`src/rtl/bit_population_arbiter.sv`:
```
// Round-robin front end sharing one popcount unit among REQ_NUM clients.
// Requester IDs ride a tag pipeline matched to the counter latency and come back with each result.
module bit_population_arbiter #(
  parameter  int WIDTH       = 8,
  parameter  int REQ_NUM     = 4,
  parameter  int CNT_LATENCY = 2,
  localparam int CNT_W       = $clog2(WIDTH + 1),
  localparam int ID_W        = $clog2(REQ_NUM)
) (
  input  logic                     clk_i,
  input  logic                     arst_i,
  input  logic                     en_i,
  input  logic [REQ_NUM*WIDTH-1:0] req_data_i,
  input  logic [REQ_NUM-1:0]       req_val_i,
  output logic [REQ_NUM-1:0]       req_ready_o,
  output logic [WIDTH-1:0]         cnt_data_o,
  output logic                     cnt_data_val_o,
  input  logic [CNT_W-1:0]         cnt_data_i,
  input  logic                     cnt_data_val_i,
  output logic [CNT_W-1:0]         resp_data_o,
  output logic [ID_W-1:0]          resp_id_o,
  output logic                     resp_val_o,
  output logic                     idle_o,
  output logic                     err_o
);

  typedef enum logic [1:0] {IDLE, RUN, DRAIN} state_t;
  typedef struct packed {
    logic            vld;
    logic [ID_W-1:0] id;
  } tag_t;

  state_t          state, state_nxt;
  logic [ID_W-1:0] ptr, gnt_id, issue_id;
  logic            gnt_any;
  logic [WIDTH-1:0] gnt_word;
  tag_t            tag_pipe [CNT_LATENCY];
  tag_t            tail;
  logic            tags_busy, pending;
  int              k;

  assign tail = tag_pipe[CNT_LATENCY-1];

  // Rotating priority search starting at ptr; only RUN may grant.
  always_comb begin
    req_ready_o = '0;
    gnt_any     = 1'b0;
    gnt_id      = '0;
    gnt_word    = '0;
    k           = 0;
    if (state == RUN) begin
      for (int i = 0; i < REQ_NUM; i++) begin
        k = (int'(ptr) + i) % REQ_NUM;
        if (!gnt_any && req_val_i[k]) begin
          gnt_any  = 1'b1;
          gnt_id   = ID_W'(k);
          gnt_word = req_data_i[k*WIDTH +: WIDTH];
        end
      end
    end
    req_ready_o[gnt_id] = gnt_any;
  end

  always_comb begin
    tags_busy = 1'b0;
    for (int i = 0; i < CNT_LATENCY; i++) tags_busy = tags_busy | tag_pipe[i].vld;
  end

  // A word still sitting in the issue register counts as in flight.
  assign pending = tags_busy | cnt_data_val_o | resp_val_o;
  assign idle_o  = (state == IDLE) && !pending;

  always_comb begin
    state_nxt = state;
    case (state)
      IDLE:    if (en_i) state_nxt = RUN;
      RUN:     if (!en_i) state_nxt = DRAIN;
      DRAIN:   if (en_i) state_nxt = RUN;
               else if (!pending) state_nxt = IDLE;
      default: state_nxt = IDLE;
    endcase
  end

  always_ff @(posedge clk_i or posedge arst_i) begin
    if (arst_i) state <= IDLE;
    else        state <= state_nxt;
  end

  always_ff @(posedge clk_i or posedge arst_i) begin
    if (arst_i) begin
      ptr            <= '0;
      issue_id       <= '0;
      cnt_data_o     <= '0;
      cnt_data_val_o <= 1'b0;
      resp_data_o    <= '0;
      resp_id_o      <= '0;
      resp_val_o     <= 1'b0;
      err_o          <= 1'b0;
      for (int i = 0; i < CNT_LATENCY; i++) tag_pipe[i] <= '0;
    end else begin
      cnt_data_val_o <= gnt_any;
      if (gnt_any) begin
        cnt_data_o <= gnt_word;
        issue_id   <= gnt_id;
        ptr        <= (gnt_id == ID_W'(REQ_NUM - 1)) ? '0 : gnt_id + 1'b1;
      end
      tag_pipe[0] <= '{vld: cnt_data_val_o, id: issue_id};
      for (int i = 1; i < CNT_LATENCY; i++) tag_pipe[i] <= tag_pipe[i-1];
      // Mismatch is flagged, but a counter strobe is still forwarded.
      if (cnt_data_val_i != tail.vld) err_o <= 1'b1;
      resp_val_o <= cnt_data_val_i;
      if (cnt_data_val_i) begin
        resp_data_o <= cnt_data_i;
        resp_id_o   <= tail.id;
      end
    end
  end

endmodule

```
`config.mk`:
```
export PLATFORM = sky130hd
export DESIGN_NAME = bit_population_arbiter
export DESIGN_NICKNAME = d
export VERILOG_FILES = /design/src/rtl/bit_population_arbiter.sv
export SDC_FILE = /design/constraint.sdc
export NUM_CORES = 1
export LEC_CHECK = 0
export BUFFER_PORTS_ARGS = -buffer_cell sky130_fd_sc_hd__buf_2
export CORE_MARGIN = 4
export CORE_UTILIZATION = 50
export DETAILED_ROUTE_END_ITERATION = 6
export PLACE_DENSITY_LB_ADDON = 0.05
export SYNTH_ARGS = -nofsm -noshare
export SYNTH_HDL_FRONTEND = slang
export SYNTH_SLANG_ARGS = --single-unit
```
`constraint.sdc`:
```
create_clock -name clk_i -period 3.1 [get_ports clk_i]
set_clock_uncertainty 0.05 [all_clocks]
set_input_delay 0.155 -clock clk_i [delete_from_list [all_inputs] [get_ports clk_i]]
set_output_delay 0.155 -clock clk_i [all_outputs]
set_load 0.03 [all_outputs]
```
==> results.md, run 1 <==
* Post-synth EDFFs at 0
* Leakage power at ~0.0012 µW
* Design Power at about 1800 µW
* WP data arrival at ~2.4 ns
* Final worst hold slack at 0.0485 ns
* Crit start category: flip-flop
* Vias/cell at 5.75
* Final instance area at approximately 2800 µm²
* Unrepaired setup endpoints after global routing: false
* CP required at just under 3 ns
* Core ar. at 4440 µm²
* Hold EP: resp_val_o
* Initial antenna violation count at 0
* Worst path cell trace: buf_4 -> nor3b_4 -> nor4_2 -> inv_1 -> ha_1 -> and2_1 -> buf_2
* Congestion Overflow GR at 0
* Worst Hold Launch: cnt_data_val_i
* Max-cap violations at 0
* HPWL after DPL at just over 4000 µm
* Cts repair resizes at 0
* Post-DRT Antenna Nets at 0
* Area growth syn-to-layout at 17.5%
* Average size of a mapped cell at ~9.8 µm²
* CTS root buf: clkbuf_8
* R2R cell count at 7
* Worst slew margin at between 60% and 70%
* Area of the multi-input gates at about 1500 µm²
* Synthesized area at between 2000 and 2500 µm²
* CTS tree: built
* Worst-Skew Late Latency at approximately 0.28 ns
* Final TNS setup at 0 ns
* Critical path fanouts, max at 20
* Hold Crit Depth at 1
* Largest net degree at the start of global routing at 30
* Vias in the first global route at approximately 2,000
* Status: complete, no violations
* Clock tree sinks at 29
* Clock Power Share at between 10% and 20%
* Post-route minimum period at between 2 and 3 ns
* Diodes inserted at 0
* R2R Path Start: ptr[1]
* Router iterations before antenna repair at 4
* WL per Instance at 15.2 µm
* Layout cells sized above 1 at roughly 37%
* Ys async rst share at between 90% and 100%
* Filler cells at slightly above 400
* Worst slew pin tran at about 0.55 ns
* Placed cell area at about 2600 µm²
* Fin. Hold Viols at 0
* Nets at ~350
* Count of state elements after synthesis at 29
* Crit Path Category: reg -> out
* Io pins at 66
* First-pass GRT wire length at 9410 µm
* CTS clk-pin slew, worst paths at 0.06 ns
* Internal power at slightly above 1000 µW
* Largest stage delay on the critical path at 0.51 ns
* Row count at 24
* CTS HTree Levels at 2
* Sw Pwr at roughly 720 µW
* CTS Buffer Depth at 2
* Final setup viols at 0
* Reg power frac at 30.8%
* Comb pwr share at around 50%
* Die H at 76.7 µm
* Max Freq at approximately 380 MHz
* Final design utilization at between 60 and 70%
* Die footprint at between 5000 and 6000 µm²
* Initial Util at about 53%
* WL final at roughly 5400 µm
* Power density over cell area at around 630 nW/µm²
* Synthesis Warnings at 0
* Cell variety after synth at a little over 50
* CTS buffer count at 5
* DR vias at between 2,000 and 2,500
* Register area at 727 µm²
* Total track usage at 19.3%
* Residual DRC at 0
* Critical path's slowest cell: dfrtp_2
* Main synth FF type: dfrtp_1
* GPL Wtd Cong at between 0.8 and 0.9
* Crit end category: output pin
* Chip Width at about 77 µm
* Syn nets at between 200 and 300
* Pins Over Slew Limit at 0
* Commonest non-fill, non-tap cell in the layout: buf_2
* Switching Share at between 40% and 50%
* Min-delay worst type: in -> reg
* Initial DRC count at 121
* VDD IR max at approximately 0.27 mV
* Setup slack, reg-to-reg at a little under 0.9 ns
* R2R Path End: ptr[1]
* Commonest non-fill, non-tap cells in the layout: buf_2, mux2i_1, dfrtp_1
* Final worst path period share at 84.6%
* Synthesized instance count at 240
* Sequential area share after synthesis at 30.8%
* IO buf count at 65
-- final cells by class --
cell class	instances	share of cell area, %
Sequential cell	29	26.3
Timing Repair Buffer	73	14.1
Multi-Input combinational cell	184	52.6
Inverter	8	1.08
Clock inverter	1	0.181
Clock buffer	7	3.48
Tap cell	52	2.35
-- state kept, by name (all words and copies together) (netlist names) --
| name | flops |
|---|---|
| resp_id_o | 2 |
| err_o | 1 |
| resp_data_o | 4 |
| state | 2 |
| cnt_data_o | 8 |
| ptr | 2 |
| tag_pipe | 6 |
| resp_val_o | 1 |
| issue_id | 2 |
| cnt_data_val_o | 1 |
-- worst max-delay path by stage --
stage | from | end | cells past startpoint
2_1_floorplan | ptr[1] | req_ready_o[0] | 8
3_3_place_gp | ptr[1] | req_ready_o[2] | 7
3_5_place_dp | ptr[1] | req_ready_o[0] | 7
4_1_cts | ptr[1] | req_ready_o[0] | 7
5_1_grt | ptr[1] | req_ready_o[0] | 7
6_report | ptr[1] | req_ready_o[0] | 7
-- routing by layer --
metal / track usage, % / up-vias / share of wire, %
met5: 0 / - / 0
met4: 7.25 / 0 / 1.8
met3: 4.22 / 10 / 6.6
met2: 30.5 / 72 / 47
met1: 25.6 / 950 / 45
li1: - / 1004 / -
-- cells by family (layout without fill, tap and decap cells) --
family | count (synthesis) | in the layout | synth area share, %
AO/OA/AOI/OAI | 68 | 68 | 20.5
XOR/XNOR | 1 | 1 | 0.372
adder cells (fa/ha/maj) | 4 | 4 | 2.12
buffers and inverters | 27 | 89 | 7.48
flip-flops | 29 | 29 | 30.8
multiplexers | 51 | 51 | 22.9
AND/OR/NAND/NOR | 60 | 60 | 15.8
-- stage by stage --
step / instances / worst slack, ns
global route: 354 / 0.295
finish: 354 / 0.477
detailed placement: 344 / 0.784
floorplan: 240 / 1.11
global placement: 344 / 0.841
CTS: 354 / 0.469
-- critical path: cells and delay by family, from the launching register on --
kind                       cells  cell delay, ns
and+or+nand+nor                3            0.76
buffers and inverters          3            0.65
DFF                            1            0.51
adders and majority gates      1            0.22
-- cell usage after synthesis, types with 2 or more instances --
cell type	number	area share, %
nand2b_1	5	1.3
o21ai_1	4	0.85
nand4_1	3	0.80
inv_1	8	1.3
buf_2	6	1.3
mux2_1	8	3.8
o21ai_0	6	1.3
nor2_1	12	1.9
ha_1	4	2.1
clkbuf_1	3	0.48
nor2_4	2	0.96
mux2_2	12	5.7
o22ai_1	8	2.1
a21oi_1	20	4.2
nand2_1	15	2.4
a31oi_2	7	3.7
nand3_1	3	0.64
and3b_1	3	1.1
buf_4	2	0.64
mux2i_1	30	13
and2_1	4	1.1
a31oi_1	2	0.53
buf_6	8	3.8
dfrtp_1	29	31
o211ai_1	9	2.9
a21o_1	2	0.64
-- power groups by stage --
stage	clock network, µW	logic (µW)	registers [µW]
6_report	342	871	539
5_1_grt	377	949	555
4_1_cts	351	873	540
3_5_place_dp	0	868	548
3_3_place_gp	0	862	545
2_1_floorplan	0	607	644
-- repair_timing --
item                      CTS  global route
hold endpoints to repair   30             0
hold buffers                2             0
buffers inserted            0             0
Note: power is estimated with default switching activity, not from simulation.
==> run 2: changes to the inputs <==
clock period = 2.66 ns   (was 3.1 ns; I/O delays follow)
==> run 2 against run 1 <==
Clock power is 37% higher. Wire length is 1.3% higher. First-iteration DRC count is 50% lower. Critical path depth is 1 higher. Power is 21% higher. Via count is 0.39% lower. Die area stayed put. Critical path type unchanged. Critical endpoint is now req_ready_o[1]. Largest cell class unchanged. Largest power group unchanged. Highest routed layer unchanged.
==> results.md, run 2 (synthesized netlist as in run 1, its figures left out) <==
* Status: complete, no violations
* CTS buffer count at 5 (unchanged)
* Max Freq at 409 MHz
* Unrepaired setup endpoints after global routing: false
* Fin. Hold Viols at 0 (unchanged)
* GPL Wtd Cong at 0.877 (about the same)
* Post-route minimum period at roughly 2.4 ns
* Nets at 350 (+0.29%)
* Final worst slack at 0.213 ns (-0.264 ns)
* Largest Register: cnt_data_o
* Final design utilization at 62.9% (+0.59 points)
* Chip Width at 76.7 µm (unchanged)
* Congestion Overflow GR at 0 (unchanged)
* CTS root buf: clkbuf_8
* First-pass GRT wire length at 9000 µm (-4.3%)
* Row count at 24 (unchanged)
* Worst path top cell family by delay: compound AO/OA/AOI/OAI gates
* IO buf count at 65 (unchanged)
* Vias/cell at 5.71 (-0.67%)
* Crit Path Category: reg -> out
* Commonest non-fill, non-tap cells in the layout: buf_2, mux2i_1, dfrtp_1
* CTS Buffer Depth at 2 (unchanged)
* CTS HTree Levels at 2 (unchanged)
* Initial DRC count at 60 (-50%)
* Worst path cell trace: nand2b_1 -> o22ai_1 -> nand2b_1 -> a221oi_2 -> inv_1 -> ha_1 -> and2_1 -> buf_2
* Layout cells sized above 1 at 37.6% (+0.21 points)
* Crit start category: flip-flop
* Area growth syn-to-layout at 18.6%
* Worst slew pin tran at 0.679 ns (+0.132 ns)
* WP data arrival at 2.26 ns (-0.16 ns)
* HPWL after DPL at 4090 µm (+1.3%)
* Total track usage at 18.6% (-0.67 points)
* Largest stage delay on the critical path at 0.51 ns (about the same)
* Crit path buf inv count at 2 (-1)
* Pins Over Slew Limit at 0 (unchanged)
* Crit end category: output pin
* Area of the multi-input gates at 1460 µm² (unchanged)
* Post-CTS setup buffer count at 0 (unchanged)
* Clock tree sinks at 29 (unchanged)
* WL per Instance at 15.3 µm (+1.0%)
* Final setup viols at 0 (unchanged)
* Max reg flops at 8 (unchanged)
* Die footprint at 5880 µm² (unchanged)
* Initial antenna violation count at 0 (unchanged)
* Worst-Skew Late Latency at 0.27 ns (about the same)
* Min-delay worst type: in -> reg
* Io pins at 66 (unchanged)
* Filler cells at 398 (-2.7%)
* Core ar. at 4440 µm² (unchanged)
* Commonest non-fill, non-tap cell in the layout: buf_2
* CTS tree: built
* Most used cell, CP: nand2b_1
* Vias in the first global route at 1,879 (-4.7%)
* Leakage power at 0.00122 µW (+0.69%)
* Initial Util at 53.0% (unchanged)
* Worst slew margin at 54.7% (-8.5 points)
* VDD IR max at 0.353 mV (+29%)
* Die H at 76.7 µm (unchanged)
* Dpl ws at 0.521 ns (-0.263 ns)
* Final TNS setup at 0 ns (unchanged)
* CP required at 2.48 ns (-0.41 ns)
* Critical path fanouts, max at 15 (-25%)
* Register area at 727 µm² (unchanged)
* Final worst path period share at roughly nine tenths
* DR vias at 2,028 (-0.39%)
* Max-cap violations at 0 (unchanged)
* Critical path's slowest cell: dfrtp_2
* Final worst hold slack at 0.0389 ns (-0.00960 ns)
* WL final at 5450 µm (+1.3%)
* Post-DRT Antenna Nets at 0 (unchanged)
* Router iterations before antenna repair at 4 (unchanged)
* Diodes inserted at 0 (unchanged)
* Residual DRC at 0 (unchanged)
* Largest net degree at the start of global routing at 25 (-17%)
* Biggest regs: cnt_data_o x8, tag_pipe x6, resp_data_o x4
* CTS clk-pin slew, worst paths at 0.06 ns (about the same)
* Power density over cell area at 757 nW/µm² (+20%)
run 2: power breakdown:
part	switching (µW)	internal, µW
clock network	164	304
logic	608	418
registers	70.3	552
total	843	1270
run 2: through the flow:
stage | std cells | instance area [µm²] | total power, µW
after floorplan | 240 | 2360 | 1460
after global placement | 345 | 2660 | 1640
after detailed placement | 345 | 2660 | 1650
after CTS | 355 | 2800 | 2130
after global routing | 355 | 2800 | 2250
final | 355 | 2800 | 2120
run 2: path summary, 6_finish.rpt:
check / from / endpoint / slack, ns / cells past startpoint
max: ptr[1] / req_ready_o[1] / 0.21 / 8
min: cnt_data_val_i / resp_val_o / 0.04 / 1
max reg2reg: ptr[1] / ptr[1] / 0.57 / 8
min reg2reg: tag_pipe[3] / tag_pipe[0] / 0.31 / 0
max in group asynchronous: arst_i / cnt_data_o[6] / 1.47 / 4
min in group asynchronous: arst_i / cnt_data_o[7] / 0.45 / 3
run 2: repair_timing:
| item | in CTS | in global routing |
|---|---|---|
| endpoints found under the hold margin | 17 | 0 |
| resized for setup | 0 | 0 |
| setup endpoints to repair | 0 | 0 |
| hold buffers | 2 | 0 |
run 2: per-layer routing:
layer / part of all wire, % / vias to the layer above / GRT usage [%]
li1: - / 1019 / -
met3: 4.9 / 2 / 3.40
met4: 0.51 / 0 / 4.53
met5: 0 / - / 0
met1: 46 / 955 / 24.9
met2: 49 / 52 / 31.0
run 2: final cells by class:
cell class	instances	area share [%]
clock inverter	2	1.34
sequential	29	26.0
clock buffer	6	2.95
timing repair buffer	74	14.2
inverter	8	1.07
tap	52	2.33
multi-input combinational	184	52.1
